<file path="config.mk">
export PLATFORM = sky130hd
export DESIGN_NAME = sdram_arbiter
export DESIGN_NICKNAME = d
export VERILOG_FILES = /design/src/rtl/sdram_arb_pkg.sv /design/src/rtl/sdram_arb_tag_fifo.sv /design/src/rtl/sdram_arbiter.sv
export SDC_FILE = /design/constraint.sdc
export NUM_CORES = 1
export LEC_CHECK = 0
export ABC_AREA = 0
export BUFFER_PORTS_ARGS = -buffer_cell sky130_fd_sc_hd__buf_2
export CORE_ASPECT_RATIO = 0.7
export CORE_MARGIN = 2
export CORE_UTILIZATION = 34
export DETAILED_ROUTE_END_ITERATION = 8
export GPL_TIMING_DRIVEN = 0
export PLACE_DENSITY = 0.65
export SLEW_MARGIN = 0
export SYNTH_ARGS = -nofsm -noshare
export SYNTH_HDL_FRONTEND = slang
export SYNTH_HIERARCHICAL = 1
export SYNTH_SLANG_ARGS = --single-unit
export TNS_END_PERCENT = 30
</file>
<file path="constraint.sdc">
create_clock -name clk -period 3.4 [get_ports clk]
set_input_delay 0.34 -clock clk [delete_from_list [all_inputs] [get_ports clk]]
set_output_delay 0.34 -clock clk [all_outputs]
set_load 0.05 [all_outputs]
</file>
<file path="src/rtl/sdram_arb_pkg.sv">
// Shared types and defaults for the SDRAM read/download arbiter.
package sdram_arb_pkg;

  localparam int unsigned DEF_NUM_REQ         = 4;
  localparam int unsigned DEF_ADDR_WIDTH      = 23;
  localparam int unsigned DEF_DATA_WIDTH      = 32;
  localparam int unsigned DEF_MAX_OUTSTANDING = 4;
  localparam int unsigned TAG_W               = $clog2(DEF_NUM_REQ);

  typedef enum logic {
    IDLE  = 1'b0,
    ISSUE = 1'b1
  } arb_state_e;

  // Tag width for a given requester count; never below one bit.
  function automatic int unsigned tag_width(input int unsigned n);
    return (n > 1) ? $clog2(n) : 1;
  endfunction

endpackage

</file>
<file path="src/rtl/sdram_arb_tag_fifo.sv">
// Owner-tag FIFO tracking in-flight SDRAM reads in issue order.
module sdram_arb_tag_fifo
  import sdram_arb_pkg::*;
#(
  parameter int unsigned WIDTH = TAG_W,
  parameter int unsigned DEPTH = DEF_MAX_OUTSTANDING
) (
  input  logic             clk,
  input  logic             reset,
  input  logic             push,
  input  logic             pop,
  input  logic [WIDTH-1:0] din,
  output logic [WIDTH-1:0] dout,
  output logic             full,
  output logic             empty
);

  localparam int unsigned PTR_W = (DEPTH > 1) ? $clog2(DEPTH) : 1;

  logic [WIDTH-1:0] mem [DEPTH];
  logic [PTR_W:0]   wr_ptr;
  logic [PTR_W:0]   rd_ptr;
  logic             do_push;
  logic             do_pop;

  // Extra pointer bit distinguishes full from empty.
  assign empty   = (wr_ptr == rd_ptr);
  assign full    = (wr_ptr[PTR_W] != rd_ptr[PTR_W]) &&
                   (wr_ptr[PTR_W-1:0] == rd_ptr[PTR_W-1:0]);
  assign do_pop  = pop && !empty;
  assign do_push = push && (!full || do_pop);
  assign dout    = mem[rd_ptr[PTR_W-1:0]];

  always_ff @(posedge clk or posedge reset) begin
    if (reset) begin
      wr_ptr <= '0;
      rd_ptr <= '0;
    end else begin
      if (do_push) wr_ptr <= wr_ptr + (PTR_W+1)'(1);
      if (do_pop)  rd_ptr <= rd_ptr + (PTR_W+1)'(1);
    end
  end

  always_ff @(posedge clk) begin
    if (do_push) mem[wr_ptr[PTR_W-1:0]] <= din;
  end

endmodule

</file>
<file path="src/rtl/sdram_arbiter.sv">
// Arbitrates requester reads and ROM-download writes onto one SDRAM port.
// Define SDRAM_ARB_ROUND_ROBIN_EN for round-robin; default is fixed priority.
module sdram_arbiter
  import sdram_arb_pkg::*;
#(
  parameter int unsigned NUM_REQ         = DEF_NUM_REQ,
  parameter int unsigned ADDR_WIDTH      = DEF_ADDR_WIDTH,
  parameter int unsigned DATA_WIDTH      = DEF_DATA_WIDTH,
  parameter int unsigned MAX_OUTSTANDING = DEF_MAX_OUTSTANDING
) (
  input  logic                          clk,
  input  logic                          reset,
  input  logic                          dl_active,
  input  logic                          dl_req,
  input  logic [ADDR_WIDTH-1:0]         dl_addr,
  input  logic [DATA_WIDTH-1:0]         dl_data,
  input  logic [NUM_REQ-1:0]            rd_req,
  input  logic [NUM_REQ*ADDR_WIDTH-1:0] rd_addr,
  output logic [NUM_REQ-1:0]            rd_ack,
  output logic [NUM_REQ-1:0]            rd_valid,
  output logic [DATA_WIDTH-1:0]         rd_q,
  output logic                          sdram_req,
  output logic [ADDR_WIDTH-1:0]         sdram_addr,
  output logic [DATA_WIDTH-1:0]         sdram_data,
  output logic                          sdram_we,
  input  logic                          sdram_ack,
  input  logic                          sdram_valid,
  input  logic [DATA_WIDTH-1:0]         sdram_q,
  output logic                          err_orphan
);

  localparam int unsigned TW = tag_width(NUM_REQ);

  arb_state_e              state;
  logic [TW-1:0]           owner;
  logic [NUM_REQ-1:0]      req_eff;
  logic [ADDR_WIDTH-1:0]   req_addr [NUM_REQ];
  logic                    grant_valid;
  logic [TW-1:0]           grant_idx;
  logic                    can_read;
  logic                    fifo_push;
  logic                    fifo_pop;
  logic                    fifo_full;
  logic                    fifo_empty;
  logic [TW-1:0]           tag_head;

  for (genvar g = 0; g < NUM_REQ; g++) begin : g_unpack
    assign req_addr[g] = rd_addr[g*ADDR_WIDTH +: ADDR_WIDTH];
  end

  // Reads are shut out entirely while a ROM download owns the port.
  assign req_eff = dl_active ? '0 : rd_req;

`ifdef SDRAM_ARB_ROUND_ROBIN_EN
  logic [TW-1:0] rr_ptr;

  always_comb begin
    grant_valid = 1'b0;
    grant_idx   = '0;
    for (int unsigned k = 0; k < NUM_REQ; k++) begin
      logic [TW-1:0] idx;
      idx = TW'((32'(rr_ptr) + k) % NUM_REQ);
      if (!grant_valid && req_eff[idx]) begin
        grant_valid = 1'b1;
        grant_idx   = idx;
      end
    end
  end
`else
  always_comb begin
    grant_valid = 1'b0;
    grant_idx   = '0;
    for (int unsigned k = 0; k < NUM_REQ; k++) begin
      if (!grant_valid && req_eff[TW'(k)]) begin
        grant_valid = 1'b1;
        grant_idx   = TW'(k);
      end
    end
  end
`endif

  // A pop in the grant cycle frees the slot the new read will need.
  assign can_read  = !fifo_full || fifo_pop;
  assign fifo_push = (state == ISSUE) && sdram_ack && !sdram_we;
  assign fifo_pop  = sdram_valid && !fifo_empty;

  assign rd_ack   = fifo_push ? (NUM_REQ'(1) << owner) : '0;
  assign rd_valid = fifo_pop ? (NUM_REQ'(1) << tag_head) : '0;
  assign rd_q     = sdram_q;

  always_ff @(posedge clk or posedge reset) begin
    if (reset) begin
      state      <= IDLE;
      sdram_req  <= 1'b0;
      sdram_addr <= '0;
      sdram_data <= '0;
      sdram_we   <= 1'b0;
      owner      <= '0;
`ifdef SDRAM_ARB_ROUND_ROBIN_EN
      rr_ptr     <= '0;
`endif
    end else begin
      case (state)
        IDLE: begin
          if (dl_active && dl_req) begin
            state      <= ISSUE;
            sdram_req  <= 1'b1;
            sdram_we   <= 1'b1;
            sdram_addr <= dl_addr;
            sdram_data <= dl_data;
          end else if (grant_valid && can_read) begin
            state      <= ISSUE;
            sdram_req  <= 1'b1;
            sdram_we   <= 1'b0;
            sdram_addr <= req_addr[grant_idx];
            owner      <= grant_idx;
          end
        end
        ISSUE: begin
          // Latched request holds regardless of rd_req or dl_active changes.
          if (sdram_ack) begin
            state     <= IDLE;
            sdram_req <= 1'b0;
`ifdef SDRAM_ARB_ROUND_ROBIN_EN
            if (!sdram_we)
              rr_ptr <= (32'(owner) == NUM_REQ - 1) ? '0 : owner + TW'(1);
`endif
          end
        end
        default: state <= IDLE;
      endcase
    end
  end

  always_ff @(posedge clk or posedge reset) begin
    if (reset)                           err_orphan <= 1'b0;
    else if (sdram_valid && fifo_empty)  err_orphan <= 1'b1;
  end

  sdram_arb_tag_fifo #(
    .WIDTH (TW),
    .DEPTH (MAX_OUTSTANDING)
  ) u_tag_fifo (
    .clk   (clk),
    .reset (reset),
    .push  (fifo_push),
    .pop   (fifo_pop),
    .din   (owner),
    .dout  (tag_head),
    .full  (fifo_full),
    .empty (fifo_empty)
  );

endmodule

</file>
==> results of run 1 <==
## routing by layer
| metal | vias up | track usage (%) | routed length [µm] |
|---|---|---|---|
| li1 | 2431 | - | - |
| met1 | 2392 | 28.5 | 8110 |
| met2 | 208 | 29.6 | 7200 |
| met3 | 10 | 5.33 | 1330 |
| met4 | 0 | 4.43 | 168 |
| met5 | - | 0 | 0 |
## synth_stat cells (9+ instances only)
cell / instances
o21ai_0: 73
dfrtp_1: 67
nand3_1: 47
mux2_2: 38
buf_4: 36
clkbuf_1: 30
nand2_1: 29
nand2b_1: 25
a21oi_1: 23
o211a_1: 23
mux2_4: 20
a41oi_2: 19
inv_1: 14
nor2_1: 9
## final timing paths
kind | start | end | slack [ps] | cells past startpoint
max in group asynchronous | reset | owner[0] | 2130 | 3
worst min register to register | sdram_req | sdram_req | 480 | 1
min in group asynchronous | reset | u_tag_fifo/wr_ptr[0] | 530 | 3
worst max-delay path | u_tag_fifo/wr_ptr[1] | rd_valid[3] | 800 | 7
worst min-delay path | dl_data[28] | sdram_data[28] | 220 | 2
worst max register to register | u_tag_fifo/wr_ptr[2] | sdram_addr[15] | 800 | 6
## cells by family after synthesis
group	count (synthesis)	synth area share [%]
simple gates	129	12.9
mux	60	14.7
fa+ha+maj	5	1.19
flops	75	36.4
compound gates	160	23.1
xor+xnor	6	0.999
buf+inv	94	10.7
## report_power, final
part / internal [mW] / switching [mW] / total, mW
registers: 1.33 / 0.276 / 1.61
logic: 0.980 / 2.37 / 3.35
clock network: 0.576 / 0.414 / 0.990
## through the flow
stage	utilization (%)	setup WS, ps
floorplan	-	745
global placement	44.3	471
detailed placement	44.3	852
CTS	46.3	772
global route	46.3	551
finish	46.3	797
## critical path, delay by kind of cell (launching register included)
kind                      cells  cell delay [ps]
xor gates and xnor gates      1              340
and+or+nand+nor               4              760
DFF                           1              460
buffers and inverters         2              360
## placed cells by master, fill, tap and decap left out, types with 13 or more instances in the layout
master	n
buf_2	259
o21ai_0	73
dfrtp_1	67
nand3_1	47
mux2_2	38
buf_4	36
clkbuf_1	31
nand2_1	29
nand2b_1	25
o211a_1	23
a21oi_1	23
mux2_4	20
a41oi_2	19
inv_1	13
## state kept, by name (all words and copies together) (netlist names)
signal,flops
sdram_addr,23
err_orphan,1
u_tag_fifo/rd_ptr,3
state,1
sdram_we,1
sdram_req,1
sdram_data,32
u_tag_fifo/wr_ptr,3
u_tag_fifo/mem,8
owner,2
## repair_timing
action,in CTS,in global routing
setup buffers,0,0
hold buffers,1,0
endpoints found under the hold margin,6,0
## final cells by class
| class | instances | area (µm²) |
|---|---|---|
| multi-input cells | 360 | 2780 |
| inverters | 14 | 55.1 |
| plain buffers | 80 | 512 |
| clock buffers | 10 | 229 |
| repair buffers | 255 | 1280 |
| clock inverters | 6 | 70.1 |
| flip-flops and latches | 75 | 1920 |
| fillers | 1530 | 8210 |
| well taps | 200 | 250 |
==> results.toml, run 1 <==
[floorplanning]
die-area_um2 = 16500
die_x_um = 153
std_cell_rows = 38
start_util_pct = 34.4
core_um2 = 15300
ios = 287
fp.dieH_um = 108

[route]
drt-total-wl_um = 16800
vias = 5041
vias_per_cell = 5.04
antenna_left = 0
first_pass_iters = 4
drc = 0
drt-initial-drc-count = 211
avgRoutedWirePerCell_um = 16.8

[clock_tree]
cts_buffer_depth = 2
cts-root-buf = "clkbuf_16"
cts_sinks = 75
clk_pin_slew_ps = 70
cts_resized = 0
cts_buffers = 9
cts_htree_levels = 3
insertion_delay_ps = 340
cts_tree = "done"

[outcome]
status = "finished clean"

[sta]
timing_hold_violations_final = 0
slew_violations = 0
rsz0062_at_grt = "false"
whs_ps = 222
timing.fmax_ghz = 0.384
setup_viol = 0
fin_setup_tns_ps = 0
tightestPinTransition_ps = 814
slew_headroom_pct = 45.7
clock_skew_ps = 6.98
post-route-period-util_pct = 76.6
min_period_ps = 2600

[setup_path]
path_cells = "xnor2_1 -> nand2_1 -> nor2_1 -> nand2b_1 -> inv_1 -> and3_1 -> buf_2"
setup.worst_path.start_class = "flip-flop"
cpPeakStageDelay_ps = 460
crit_type = "flip-flop to output port"
crit_fanout = 6
arrival_ps = 2260
worstPathRequired_ps = 3060
crit_path_end_kind = "output port"
crit_path_top_delay_cell = "dfrtp_1"

[finish]
syn_to_final_growth_pct = 34.8
antenna_cells = 0
instances_no_fill = 1000
stdcell_area_um2 = 7100
final_nets = 989
drive_gt1_share_pct = 50.7

[power]
power.density_nw_per_um2 = 838
peakVddDrop_uv = 540
fin_total_pwr_mw = 5.95
p_leak_nw = 3.36

[place]
portBuffers = 254
dp_hpwl_um = 13200
placed_cell_area_um2 = 6790
gp_congestion = 0.856
place_inst = 983

[synthesis]
synthFlopType = "dfrtp_1"
synth_area_leaders = "dfrtp_1 32%, mux2_2 8.1%, o21ai_0 6.9%"
synth-seq-cells = 75
syn_area_um2 = 5260
ys_types = 49
synth_edf_count = 8
synth-seq-area-share_pct = 36.4
netlist_instances = 529
syn_nets = 723
synth_top_area_cell = "dfrtp_1"
synthArstFlopShare_pct = 89.3
ys_warn_count = 6
syn_avg_cell_area_um2 = 9.95
synth_top_area_share_pct = 31.9

[global_routing]
grt_pass1_vias = 4734
grt_first_pass_wirelength_um = 25600
grt_start_max_net_pins = 62
grt_usage_pct = 19.7
grt_remaining_overflow = 0
antenna_found_initial = 0

[worst_hold_path]
hold_path_class = "input pin to flip-flop"

[flow_run]
maxCapViolations = 0
Power figures use the tool's default switching activity.
==> run 2, diff against run 1 <==
ABC_AREA = 1   (was 0)
PLACE_DENSITY = 0.69   (was 0.65)
clock period = 2.1 ns   (was 3.4 ns; I/O delays follow)
==> results.toml, run 2 <==
[synthesis]
netlist_instances = 633
synth_most_common_cell = "nand2_1"
syn_area_um2 = 4790
ys_types = 30
synth-seq-cells = 75
syn_nets = 827
ys_top_cells_by_count = "151 x nand2_1, 99 x nand3_1, 95 x inv_1"
synthArstFlopShare_pct = 89.3
synth_top_area_share_pct = 35.0
ys_warn_count = 6
synth_edf_count = 8
synth_area_leaders = "dfrtp_1 35%, nand2_1 12%, nand3_1 10%"
synth_top_area_cell = "dfrtp_1"
synthFlopType = "dfrtp_1"
syn_avg_cell_area_um2 = 7.57
synth-seq-area-share_pct = 40.0

[sta]
rsz0062_at_grt = "true"
timing.fmax_ghz = 0.498
post-route-period-util_pct = 95.6
slew_headroom_pct = 42.9
tightestPinTransition_ps = 855
postLayoutSetupSlackWorst_ps = 91.6
setup_viol = 0
min_period_ps = 2010
slew_violations = 0
clock_skew_ps = 9.22
whs_ps = 93.3
timing_hold_violations_final = 0

[route]
drc = 0
vias = 4983
drt-total-wl_um = 15100
drt-initial-drc-count = 276
avgRoutedWirePerCell_um = 13.7
antenna_left = 0
first_pass_iters = 5
vias_per_cell = 4.52

[power]
switching_share_pct = 51.0
power_frac_clock_pct = 16.3
pwr-share-comb_pct = 56.8
peakVddDrop_uv = 943
p_leak_nw = 3.91
p_switching_mw = 4.88
seqPwrFrac_pct = 26.9
fin_total_pwr_mw = 9.56
power.density_nw_per_um2 = 1410
p_int_mw = 4.69

[setup_path]
crit_buf_inv = 3
arrival_ps = 1800
r2r_slack_ps = 140
path_cells = "inv_2 -> nor2_1 -> o22ai_2 -> inv_1 -> nor3_1 -> buf_4"
crit_type = "flip-flop to output port"
r2r_cells = 14
crit_path_end_kind = "output port"
crit_fanout = 7
setup.worst_path.start_class = "flip-flop"
crit_family = "flip-flops"
cpPeakStageDelay_ps = 490
worstPathRequired_ps = 1890
crit_path_top_delay_cell = "dfrtp_2"
crit_cells = 6

[clock_tree]
insertion_delay_ps = 330
cts_buffers = 9
clk_pin_slew_ps = 60
cts_htree_levels = 3
cts_buffer_depth = 2
cts_sinks = 75
cts_tree = "done"
cts-root-buf = "clkbuf_16"

[global_routing]
grt_pass1_vias = 4770
grt_remaining_overflow = 0
grt_first_pass_wirelength_um = 23500
antenna_found_initial = 0
grt_start_max_net_pins = 37
grt_usage_pct = 19.7

[place]
portBuffers = 254
pre_cts_ws_ps = -179
gp_congestion = 0.865
place_inst = 1078
placed_cell_area_um2 = 6320
dp_hpwl_um = 11900

[finish]
regMostFlops = "sdram_data"
instances_no_fill = 1103
drive_gt1_share_pct = 43.8
syn_to_final_growth_pct = 42.0
final_nets = 1102
layout_common_cells = "268 x buf_2, 147 x nand2_1, 99 x nand3_1"
mostFrequentLayoutCell = "buf_2"
largest_reg_flops = 32
stdcell_area_um2 = 6800
antenna_cells = 0

[floorplanning]
std_cell_rows = 36
die-area_um2 = 15100
ios = 287
core_um2 = 13800
fp.dieH_um = 103
start_util_pct = 34.6
die_x_um = 146

[outcome]
status = "finished clean"

[worst_hold_path]
hold_path_class = "input pin to flip-flop"
hold_path_depth = 2

[flow_run]
maxCapViolations = 0
-- run 2: cell count changes after synthesis, moves of 15 or more --
cell	before	now
nand2_1	29	151
inv_1	14	95
o21ai_0	73	6
nand3_1	47	99
nor2_1	9	55
clkbuf_1	30	2
nand2b_1	25	0
o211a_1	23	0
a21oi_1	23	1
nand3b_1	1	23
mux2_4	20	0
a41oi_2	19	0
buf_2	5	20
-- run 2: timing repair --
| action | 4_1_cts | 5_1_grt |
|---|---|---|
| hold buffers | 1 | 0 |
| pin swaps | 1 | 1 |
| gates resized for setup | 12 | 16 |
| endpoints found under the hold margin | 6 | 0 |
| buffers inserted | 3 | 5 |
| endpoints found under the setup margin | 38 | 44 |
-- run 2: cell families after synthesis --
kind of cell    count (synthesis)  share of synthesized area, %
buf+inv                       160                          16.3
xor+xnor                        3                         0.705
compound gates                 12                          1.44
mux                            32                          7.52
fa+ha+maj                       5                          1.31
simple gates                  346                          32.7
flops                          75                          40.0
-- run 2: routing by layer --
metal	routed length, µm	vias to the layer above	track usage [%]
met5	0	-	0
met4	172	0	4.83
met3	1260	14	5.39
met2	6750	215	31.1
met1	6890	2249	27.3
li1	-	2505	-
-- run 2: power by group through the flow --
stage | combinational [mW] | clock, mW | sequential [mW]
3_5_place_dp | 5.11 | 0 | 2.57
6_report | 5.43 | 1.56 | 2.57
3_3_place_gp | 5.03 | 0 | 2.56
4_1_cts | 5.30 | 1.61 | 2.56
5_1_grt | 5.83 | 1.66 | 2.67
2_1_floorplan | 1.89 | 0 | 4.48
-- run 2: metrics by stage --
stage | TNS (ps) | util, %
after floorplan | -1430 | -
after global placement | -38250 | 45.5
after detailed placement | -3540 | 45.7
after CTS | -1.81 | 48.6
after global routing | -56.5 | 49.2
final | 0 | 49.2
-- run 2: path summary, 6_finish.rpt --
| kind | from | to |
|---|---|---|
| setup reg to reg | u_tag_fifo/rd_ptr[0] | sdram_addr[21] |
| hold / removal | sdram_ack | state |
| min in group asynchronous | reset | u_tag_fifo/wr_ptr[0] |
| setup / recovery | u_tag_fifo/rd_ptr[0] | rd_valid[2] |
| max in group asynchronous | reset | sdram_data[1] |
| hold reg to reg | err_orphan | err_orphan |
-- run 2: cell type report --
type / count / area, µm²
repair buffers: 264 / 1400
well taps: 190 / 238
inverters: 96 / 360
fillers: 1415 / 7030
clock inverters: 7 / 76.3
plain buffers: 64 / 435
flip-flops and latches: 75 / 1920
clock buffers: 9 / 225
multi-input cells: 398 / 2150
-- run 2: worst register-to-register path: cells and delay by family, from the launching register on --
| family | cells | cell delay, ps |
|---|---|---|
| xor+xnor | 1 | 220 |
| buf+inv | 4 | 390 |
| flops | 1 | 490 |
| simple gates | 9 | 750 |
